### src/rtl/clk_wiz.sv
// Phase-accumulator pixel-clock generator: derives clk_out1 = f_in * PHASE_INC / 2^ACC_W
// from clk_in1, gated glitch-free until the lock counter expires.
module clk_wiz #(
  parameter int unsigned     ACC_W       = 32,
  parameter longint unsigned PHASE_INC   = 64'h4000_0000,
  parameter int unsigned     LOCK_CYCLES = 16
) (
  input  logic clk_in1,
  input  logic reset,
  output logic clk_out1,
  output logic clk_en1,
  output logic locked
);

  localparam int unsigned     CNT_W   = $clog2(LOCK_CYCLES + 1);
  localparam longint unsigned INC_MAX = 64'd1 << (ACC_W - 1);
  localparam logic [ACC_W-1:0] INC    = ACC_W'(PHASE_INC);
  localparam logic [CNT_W-1:0] CNT_MAX = CNT_W'(LOCK_CYCLES);

  if (ACC_W < 2 || ACC_W > 63) begin : g_bad_acc_w
    $error("clk_wiz: ACC_W must be in 2..63");
  end
  if (PHASE_INC < 1 || PHASE_INC > INC_MAX) begin : g_bad_phase_inc
    $error("clk_wiz: PHASE_INC must be in 1 .. 2^(ACC_W-1)");
  end
  if (LOCK_CYCLES < 1) begin : g_bad_lock_cycles
    $error("clk_wiz: LOCK_CYCLES must be at least 1");
  end

  logic [ACC_W-1:0] r_acc;
  logic [CNT_W-1:0] r_lock_cnt;
  logic             r_run;
  logic             r_clk_out;
  logic             r_clk_en;
  logic             r_locked;

  logic [ACC_W-1:0] w_acc_next;
  logic [CNT_W-1:0] w_cnt_next;
  logic             w_msb_new;
  logic             w_run_next;

  always_comb begin
    w_acc_next = r_acc + INC;
    w_msb_new  = w_acc_next[ACC_W-1];
    w_cnt_next = (r_lock_cnt == CNT_MAX) ? r_lock_cnt : r_lock_cnt + 1'b1;
    // Gate opens only in a low phase so the first high pulse is never a runt.
    w_run_next = r_run | (r_locked & ~w_msb_new);
  end

  always_ff @(posedge clk_in1) begin
    if (reset) begin
      r_acc      <= '0;
      r_lock_cnt <= '0;
      r_run      <= 1'b0;
      r_clk_out  <= 1'b0;
      r_clk_en   <= 1'b0;
      r_locked   <= 1'b0;
    end else begin
      r_acc      <= w_acc_next;
      r_lock_cnt <= w_cnt_next;
      r_run      <= w_run_next;
      r_clk_out  <= w_msb_new & w_run_next;
      r_clk_en   <= w_msb_new & w_run_next & ~r_clk_out;
      r_locked   <= r_locked | (w_cnt_next == CNT_MAX);
    end
  end

  assign clk_out1 = r_clk_out;
  assign clk_en1  = r_clk_en;
  assign locked   = r_locked;

endmodule

### config.mk
export PLATFORM = sky130hd
export DESIGN_NAME = clk_wiz
export DESIGN_NICKNAME = d
export VERILOG_FILES = /design/src/rtl/clk_wiz.sv
export SDC_FILE = /design/constraint.sdc
export NUM_CORES = 1
export LEC_CHECK = 0
export BUFFER_PORTS_ARGS = -buffer_cell sky130_fd_sc_hd__buf_2
export CAP_MARGIN = 20
export CORE_MARGIN = 2
export CORE_UTILIZATION = 30
export CTS_CLUSTER_DIAMETER = 80
export CTS_CLUSTER_SIZE = 10
export DETAILED_ROUTE_END_ITERATION = 12
export PLACE_DENSITY_LB_ADDON = 0.08
export SYNTH_ARGS = -nofsm -noshare
export SYNTH_HDL_FRONTEND = slang
export SYNTH_SLANG_ARGS = --single-unit
### constraint.sdc
create_clock -name clk_in1 -period 1.63 [get_ports clk_in1]
set_clock_uncertainty 0.15 [all_clocks]
set_input_delay 0.163 -clock clk_in1 [delete_from_list [all_inputs] [get_ports clk_in1]]
set_output_delay 0.163 -clock clk_in1 [all_outputs]
set_load 0.005 [all_outputs]
Word level (Yosys, flattened, before mapping)
Index checks and enable logic that the tools add are counted.
Widths: inputs -> output; s select.
{"block": "totals", "regBits": 41, "in_bits": 2, "out_inout_bits": 3, "wordCells": 18}
{"block": "classes", "n_addsub": 2, "n_eq_ne": 2, "muxes": 1, "bitwise": 7}
{"op": "$add 32x31->32 const B", "n": 1}
{"op": "$eq 5x5->1 const B", "n": 2}
{"op": "$add 5x1->5 const B", "n": 1}
{"op": "$mux 5", "n": 1}
{"op": "$and 1x1->1", "n": 3}
{"op": "$not 1->1", "n": 2}
{"op": "$or 1x1->1", "n": 2}

Depth between registers and ports, before layout
Gate-level depths: netlist of the first run.
{"block": "depth", "depth_word": 6, "ltp_mapped": 5, "ltp_nobuf": 5}

Worst setup path before layout of the first run
No wires, ideal clock.
{"block": "synth_path", "kind": "register -> register", "start": "register r_lock_cnt[0]", "end": "register r_locked, in the netlist locked", "setup_time_ps": 124, "arrival_time_ps": 1082, "path_slack_ps": 274, "path_stages_with_launch": 6, "path_buffers": 0, "path_cell_list": "dfxtp_1 > inv_1 > ha_1 > and4bb_1 > a31oi_1 > o41ai_2"}
{"block": "synth_via", "elab_chain_len": 4, "elab_cells_between_ends": 5}
{"item": "from (decl)", "line_no": "31", "rtl": "logic [CNT_W-1:0] r_lock_cnt;"}
{"item": "from (signal assigned)", "line_no": "60", "rtl": "r_lock_cnt <= w_cnt_next;"}
{"item": "$add 5x1->5 or $eq 5x5->1 (tied branches)", "line_no": "45", "rtl": "w_cnt_next = (r_lock_cnt == CNT_MAX) ? r_lock_cnt : r_lock_cnt + 1'b1;"}
{"item": "$mux 5 (*)", "line_no": "45"}
{"item": "$eq 5x5->1 (*)", "line_no": "64", "rtl": "r_locked <= r_locked | (w_cnt_next == CNT_MAX);"}
{"item": "$or 1x1->1 (*)", "line_no": "64"}
{"item": "to (signal assigned)", "line_no": "64"}
{"item": "to (decl)", "line_no": "35", "rtl": "logic r_locked;"}
Every way passes the cells marked *; elsewhere a longest branch is shown, timed or not.
A chain may end at the register's enable or synchronous reset.

Worst setup path in the final report of the first run
Same ends and word-level chain as after synthesis.

==> flow_summary.json, run 1 <==
{
  "synth-seq-area-share_pct": 47.6,
  "viasPerCell": 4.89,
  "syn_area_per_cell_um2": 9.85,
  "synth_nets": 51,
  "hold_viol_final": 0,
  "synth_fa_ha_area_share_pct": 5.41,
  "p_leak_nw": 0.233,
  "grt_max_degree": 12,
  "crit_chain": "inv_1 -> ha_1 -> and4bb_1 -> a31oi_1 -> o41ai_2",
  "yosys_warnings": 0,
  "fill_cells": 162,
  "num_rows": 14,
  "rrSetupSlack_ps": 140,
  "syn-cell-area_um2": 463,
  "worst_pin_slew_ps": 285,
  "cp_data_required_time_ps": 1630,
  "setup_tns_ps": 0,
  "timing.rr.start": "r_lock_cnt[0]",
  "fmax_ghz": 0.670,
  "fin_cells": 70,
  "final_cell_area_um2": 526,
  "pre_cts_slack_ps": 150,
  "dr.pass1.iters": 4,
  "coreArea_mm2": 0.00147,
  "clkSinkCount": 11,
  "clockRootBuffer": "clkbuf_4",
  "post-route-drc-count": 0,
  "yosys.area_share.simple_pct": 24.3,
  "powerDensity_mw_per_mm2": 979,
  "cp_max_fo": 4,
  "multi_input_comb_area_um2": 226,
  "ys_ff_latch": 11,
  "antenna_found_initial": 0,
  "layout-drive-gt1-share_pct": 18.5,
  "holdPathStages": 2,
  "worstHoldStart": "reset",
  "synth_top_flop_cell": "dfxtp_1",
  "cts_resized": 0,
  "hp-class": "input pin to flip-flop",
  "drv_cap": 0,
  "final_cell_mix": "dfxtp_1 (11), nor2_1 (5), buf_2 (4)",
  "layout_commonest_cell": "dfxtp_1",
  "place_area_um2": 498,
  "status": "completed",
  "synth_top_family_by_area": "simple AND/OR/NAND/NOR gates",
  "grtUsageTotal_pct": 10.3,
  "wl_per_cell_um": 11.4,
  "total_power_mw": 0.514,
  "die_h_um": 43.3,
  "synth-compound-area-share_pct": 11.4,
  "clk_latency_ps": 270,
  "routed_wirelength_um": 797,
  "synthMuxAreaShare_pct": 2.16,
  "fin_crit_ps": 1490,
  "peakVddDrop_uv": 441,
  "synth_edf_count": 0,
  "place_congestion": 0.739,
  "cts.clk_slew.worst_paths_ps": 70,
  "dpl.hpwl_um": 598,
  "slew-limit-headroom_pct": 80.9,
  "drtIter0Drc": 4,
  "finalSetupViolations": 0,
  "worst_setup_path_end_kind": "flip-flop",
  "worst_slack_ps": 137,
  "grt_pass1_vias": 343,
  "period_share_pct": 91.6,
  "synthCells": 47,
  "timing.rr.end": "locked",
  "critPathArrivalTime_ps": 1490,
  "path_buf_inv": 1,
  "grt_pass1_wl_um": 1390,
  "diodes": 0,
  "synthXorXnorAreaFrac_pct": 5.68,
  "synthToLayoutAreaGrowth_pct": 13.5,
  "io_buffers": 4,
  "cp_top_family": "flip-flops",
  "reg2reg_depth": 5,
  "cp-start-kind": "flip-flop",
  "cts_max_level": 1,
  "holdBufCountCts": 0,
  "dpl.cell_count": 66,
  "die_area_mm2": 0.00187,
  "slew_viol_final": 0,
  "cts_tree": "done",
  "rsz0062_at_grt": "no",
  "grt_overflow": 0,
  "fin_util_pct": 35.7,
  "ys_types": 24,
  "async_flop_share_pct": 0,
  "regArea_um2": 220,
  "start_util_pct": 31.5,
  "ioPinCount": 5,
  "critPathSlowestCell": "dfxtp_1",
  "post_cts_buffers": 0,
  "cts_buffers": 3,
  "ant_nets": 0,
  "path_class": "flip-flop to flip-flop",
  "die_width_um": 43.3,
  "clock_path_buffers": 2,
  "cpPeakStageDelay_ps": 380,
  "hold_ws_ps": 37.6,
  "routed-via-count": 342,
  "min_to": "r_acc[30]",
  "nets": 59
}
==> cells by family after synthesis <==
family | after synthesis
compound gates | 7
xor+xnor | 3
fa+ha+maj | 2
buf+inv | 4
flops | 11
mux | 1
simple gates | 19
==> layout make-up <==
| class | count | share of cell area, % |
|---|---|---|
| Clock inverter | 1 | 0.952 |
| Multi-Input combinational cell | 32 | 43.1 |
| Sequential cell | 11 | 41.9 |
| Timing Repair Buffer | 4 | 3.81 |
| Tap cell | 16 | 3.81 |
| Inverter | 3 | 2.14 |
| Clock buffer | 3 | 4.29 |
==> cell usage after synthesis (all sizes together) (2+ instances only) <==
| cell type | n | share of area (%) |
|---|---|---|
| nand2b | 3 | 4.1 |
| dfxtp | 11 | 48 |
| nor2 | 6 | 5.4 |
| ha | 2 | 5.4 |
| nand3 | 2 | 2.2 |
| a21oi | 3 | 3.2 |
| xnor2 | 2 | 3.8 |
| inv | 3 | 2.4 |
==> registers in the layout, summed over array words and instances (netlist names) <==
signal and cells:
r_acc 2, clk_en1 1, locked 1, clk_out1 1, r_run 1, r_lock_cnt 5
==> routing by layer <==
layer	up-vias	track usage (%)	wire, µm
met5	-	0	0
met4	0	7.27	4
met3	2	3.83	17
met2	2	14.9	394
met1	164	12.2	381
li1	174	-	-
==> worst max-delay path by stage <==
stage                        end  depth (start not counted)  slack (ps)     startpoint
after global routing      locked                          5          60  r_lock_cnt[0]
after global placement    locked                          5         180  r_lock_cnt[0]
after detailed placement  locked                          5         150  r_lock_cnt[0]
final                     locked                          5         140  r_lock_cnt[0]
after CTS                 locked                          5         130  r_lock_cnt[0]
after floorplan           locked                          5         270  r_lock_cnt[0]
==> worst reg2reg max path, stage by stage, from the launching register on <==
cell	delay (ps)
dfxtp_1	380
inv_1	100
ha_1	230
and4bb_1	230
a31oi_1	200
o41ai_2	80
==> report_power, final <==
| part | leakage (nW) | total (mW) | switching, mW | internal (mW) |
|---|---|---|---|---|
| combinational | 0.125 | 0.0406 | 0.0223 | 0.0183 |
| clock | 0.0177 | 0.183 | 0.0928 | 0.0907 |
| sequential | 0.0898 | 0.290 | 0.0107 | 0.280 |
| total | 0.233 | 0.514 | 0.126 | 0.389 |
Note: power is estimated with default switching activity, not from simulation.
==> inputs of run 2 (changes only) <==
--- a/config.mk
+++ b/config.mk
@@ -7,12 +7,13 @@
 export LEC_CHECK = 0
 export BUFFER_PORTS_ARGS = -buffer_cell sky130_fd_sc_hd__buf_2
 export CAP_MARGIN = 20
-export CORE_MARGIN = 2
-export CORE_UTILIZATION = 30
+export CORE_AREA = 2 2 39 41
 export CTS_CLUSTER_DIAMETER = 80
 export CTS_CLUSTER_SIZE = 10
 export DETAILED_ROUTE_END_ITERATION = 12
+export DIE_AREA = 0 0 41 43
 export PLACE_DENSITY_LB_ADDON = 0.08
+export RECOVER_POWER = 25
 export SYNTH_ARGS = -nofsm -noshare
 export SYNTH_HDL_FRONTEND = slang
 export SYNTH_SLANG_ARGS = --single-unit
==> run 2 against run 1 <==
  * Global-route usage increased by 2.2 points
  * Cell count unchanged
  * Critical path type unchanged
  * Die area decreased by 5.9%
  * Count of clock-buffer cells in the layout increased by 1
  * Design area decreased by 0.24%
  * Critical path depth unchanged
  * Worst setup slack got worse by 19 ps
  * Sequential power about the same
  * Hold slack improved by 13 ps
  * Highest routed layer unchanged
  * Combinational power decreased by 1%
  * Clock power decreased by 3%
  * Register-to-register slack got worse by 20 ps
  * Largest power group unchanged
==> flow_summary.json, run 2 (same netlist as run 1, synthesis figures left out) <==
{
  "post-route-drc-count": 0,
  "period_share_pct": 92.8,
  "holdPathStages": 2,
  "largest_reg_flops": 5,
  "clockRootBuffer": "clkbuf_4",
  "start_util_pct": 33.5,
  "synthToLayoutAreaGrowth_pct": 13.2,
  "cp_top_family": "flip-flops",
  "rsz0062_at_grt": "no",
  "die_area_mm2": 0.00176,
  "critPathSlowestCell": "dfxtp_1",
  "cp_max_fo": 4,
  "powerDensity_mw_per_mm2": 971,
  "ant_nets": 0,
  "grt_pass1_vias": 348,
  "clock_path_buffers": 2,
  "wl_per_cell_um": 11.7,
  "drtIter0Drc": 1,
  "grt_pass1_wl_um": 1430,
  "dr.pass1.iters": 3,
  "fin_util_pct": 37.9,
  "wl_met1_um": 361,
  "coreArea_mm2": 0.00138,
  "path_buf_inv": 1,
  "place_area_um2": 498,
  "clkSinkCount": 11,
  "worst_setup_path_end_kind": "flip-flop",
  "worst_pin_slew_ps": 313,
  "timing.rr.end": "locked",
  "clk_latency_ps": 260,
  "highest_layer": "met4",
  "met3_wirelength_um": 16,
  "reg_top3": "r_lock_cnt (5), r_acc (2)",
  "ioPinCount": 5,
  "p_leak_nw": 0.230,
  "swShare_pct": 22.9,
  "slew_viol_final": 0,
  "hp-class": "input pin to flip-flop",
  "path_class": "flip-flop to flip-flop",
  "total_power_mw": 0.509,
  "final_cell_mix": "dfxtp_1 (11), nor2_1 (5), buf_2 (4)",
  "hold_viol_final": 0,
  "layout-drive-gt1-share_pct": 16.7,
  "combPwrFrac_pct": 7.9,
  "post_cts_buffers": 0,
  "final_cell_area_um2": 524,
  "cts_tree": "done",
  "cts_buffers": 3,
  "p_int_mw": 0.392,
  "grt_max_degree": 12,
  "fin_crit_ps": 1510,
  "timing.rr.start": "r_lock_cnt[0]",
  "peakVddDrop_uv": 414,
  "holdBufCountCts": 0,
  "viasPerCell": 4.91,
  "rrSetupSlack_ps": 120,
  "cp_data_required_time_ps": 1620,
  "cp-start-kind": "flip-flop",
  "diodes": 0,
  "cts.clk_slew.worst_paths_ps": 70,
  "critPathArrivalTime_ps": 1510,
  "pre_cts_slack_ps": 130,
  "worst_slack_ps": 118,
  "dpl.hpwl_um": 628,
  "fmax_ghz": 0.661,
  "slew-limit-headroom_pct": 79.0,
  "seqPwrFrac_pct": 57.2,
  "layout_commonest_cell": "dfxtp_1",
  "status": "completed",
  "routed-via-count": 344,
  "drv_cap": 0,
  "place_congestion": 0.697,
  "crit_chain": "inv_1 -> ha_1 -> and4bb_1 -> a31oi_1 -> o41ai_2",
  "setup_tns_ps": 0,
  "p_clk_share_pct": 34.9,
  "die_h_um": 43,
  "cts_max_level": 1,
  "grtUsageTotal_pct": 12.4,
  "num_rows": 14,
  "p_sw_mw": 0.117,
  "cpPeakStageDelay_ps": 390,
  "wl_met2_um": 426,
  "min_to": "r_acc[30]",
  "die_width_um": 41,
  "finalSetupViolations": 0,
  "nets": 59,
  "io_buffers": 4,
  "antenna_found_initial": 0,
  "grt_overflow": 0,
  "top_register": "r_lock_cnt",
  "routed_wirelength_um": 816,
  "reg2reg_depth": 5,
  "worstHoldStart": "reset",
  "cts_resized": 0
}
## run 2: metal layers
| metal | up-vias | track usage [%] |
|---|---|---|
| li1 | 174 | - |
| met2 | 2 | 18.4 |
| met3 | 2 | 4.71 |
| met1 | 166 | 14.1 |
| met5 | - | 0 |
| met4 | 0 | 8.00 |
## run 2: power by group through the flow
stage,clock network (mW),logic [mW],registers (mW)
2_1_floorplan,0,0.0339,0.294
3_3_place_gp,0,0.0392,0.296
3_5_place_dp,0,0.0405,0.297
4_1_cts,0.187,0.0405,0.291
5_1_grt,0.206,0.0463,0.292
6_report,0.178,0.0402,0.291
## run 2: final cells by class
cell class                 instances  area, µm²
inverter                           3       11.3
clock buffer                       4       26.3
timing repair buffer               4       20.0
tap                               16       20.0
fill                             149        860
sequential                        11        220
multi-input combinational         32        226
## run 2: through the flow
step / instances / hold WS [ps]
CTS: 70 / 41.4
detailed placement: 66 / 274
global placement: 66 / 255
finish: 70 / 50.4
floorplan: 47 / 263
global route: 70 / 53.4
## run 2: worst max path at each step
stage / startpoint / endpoint / slack (ps) / cells past startpoint
global route: r_lock_cnt[0] / locked / 2 / 5
CTS: r_lock_cnt[0] / locked / 110 / 5
detailed placement: r_lock_cnt[0] / locked / 130 / 5
floorplan: r_lock_cnt[0] / locked / 270 / 5
finish: r_lock_cnt[0] / locked / 120 / 5
global placement: r_lock_cnt[0] / locked / 150 / 5
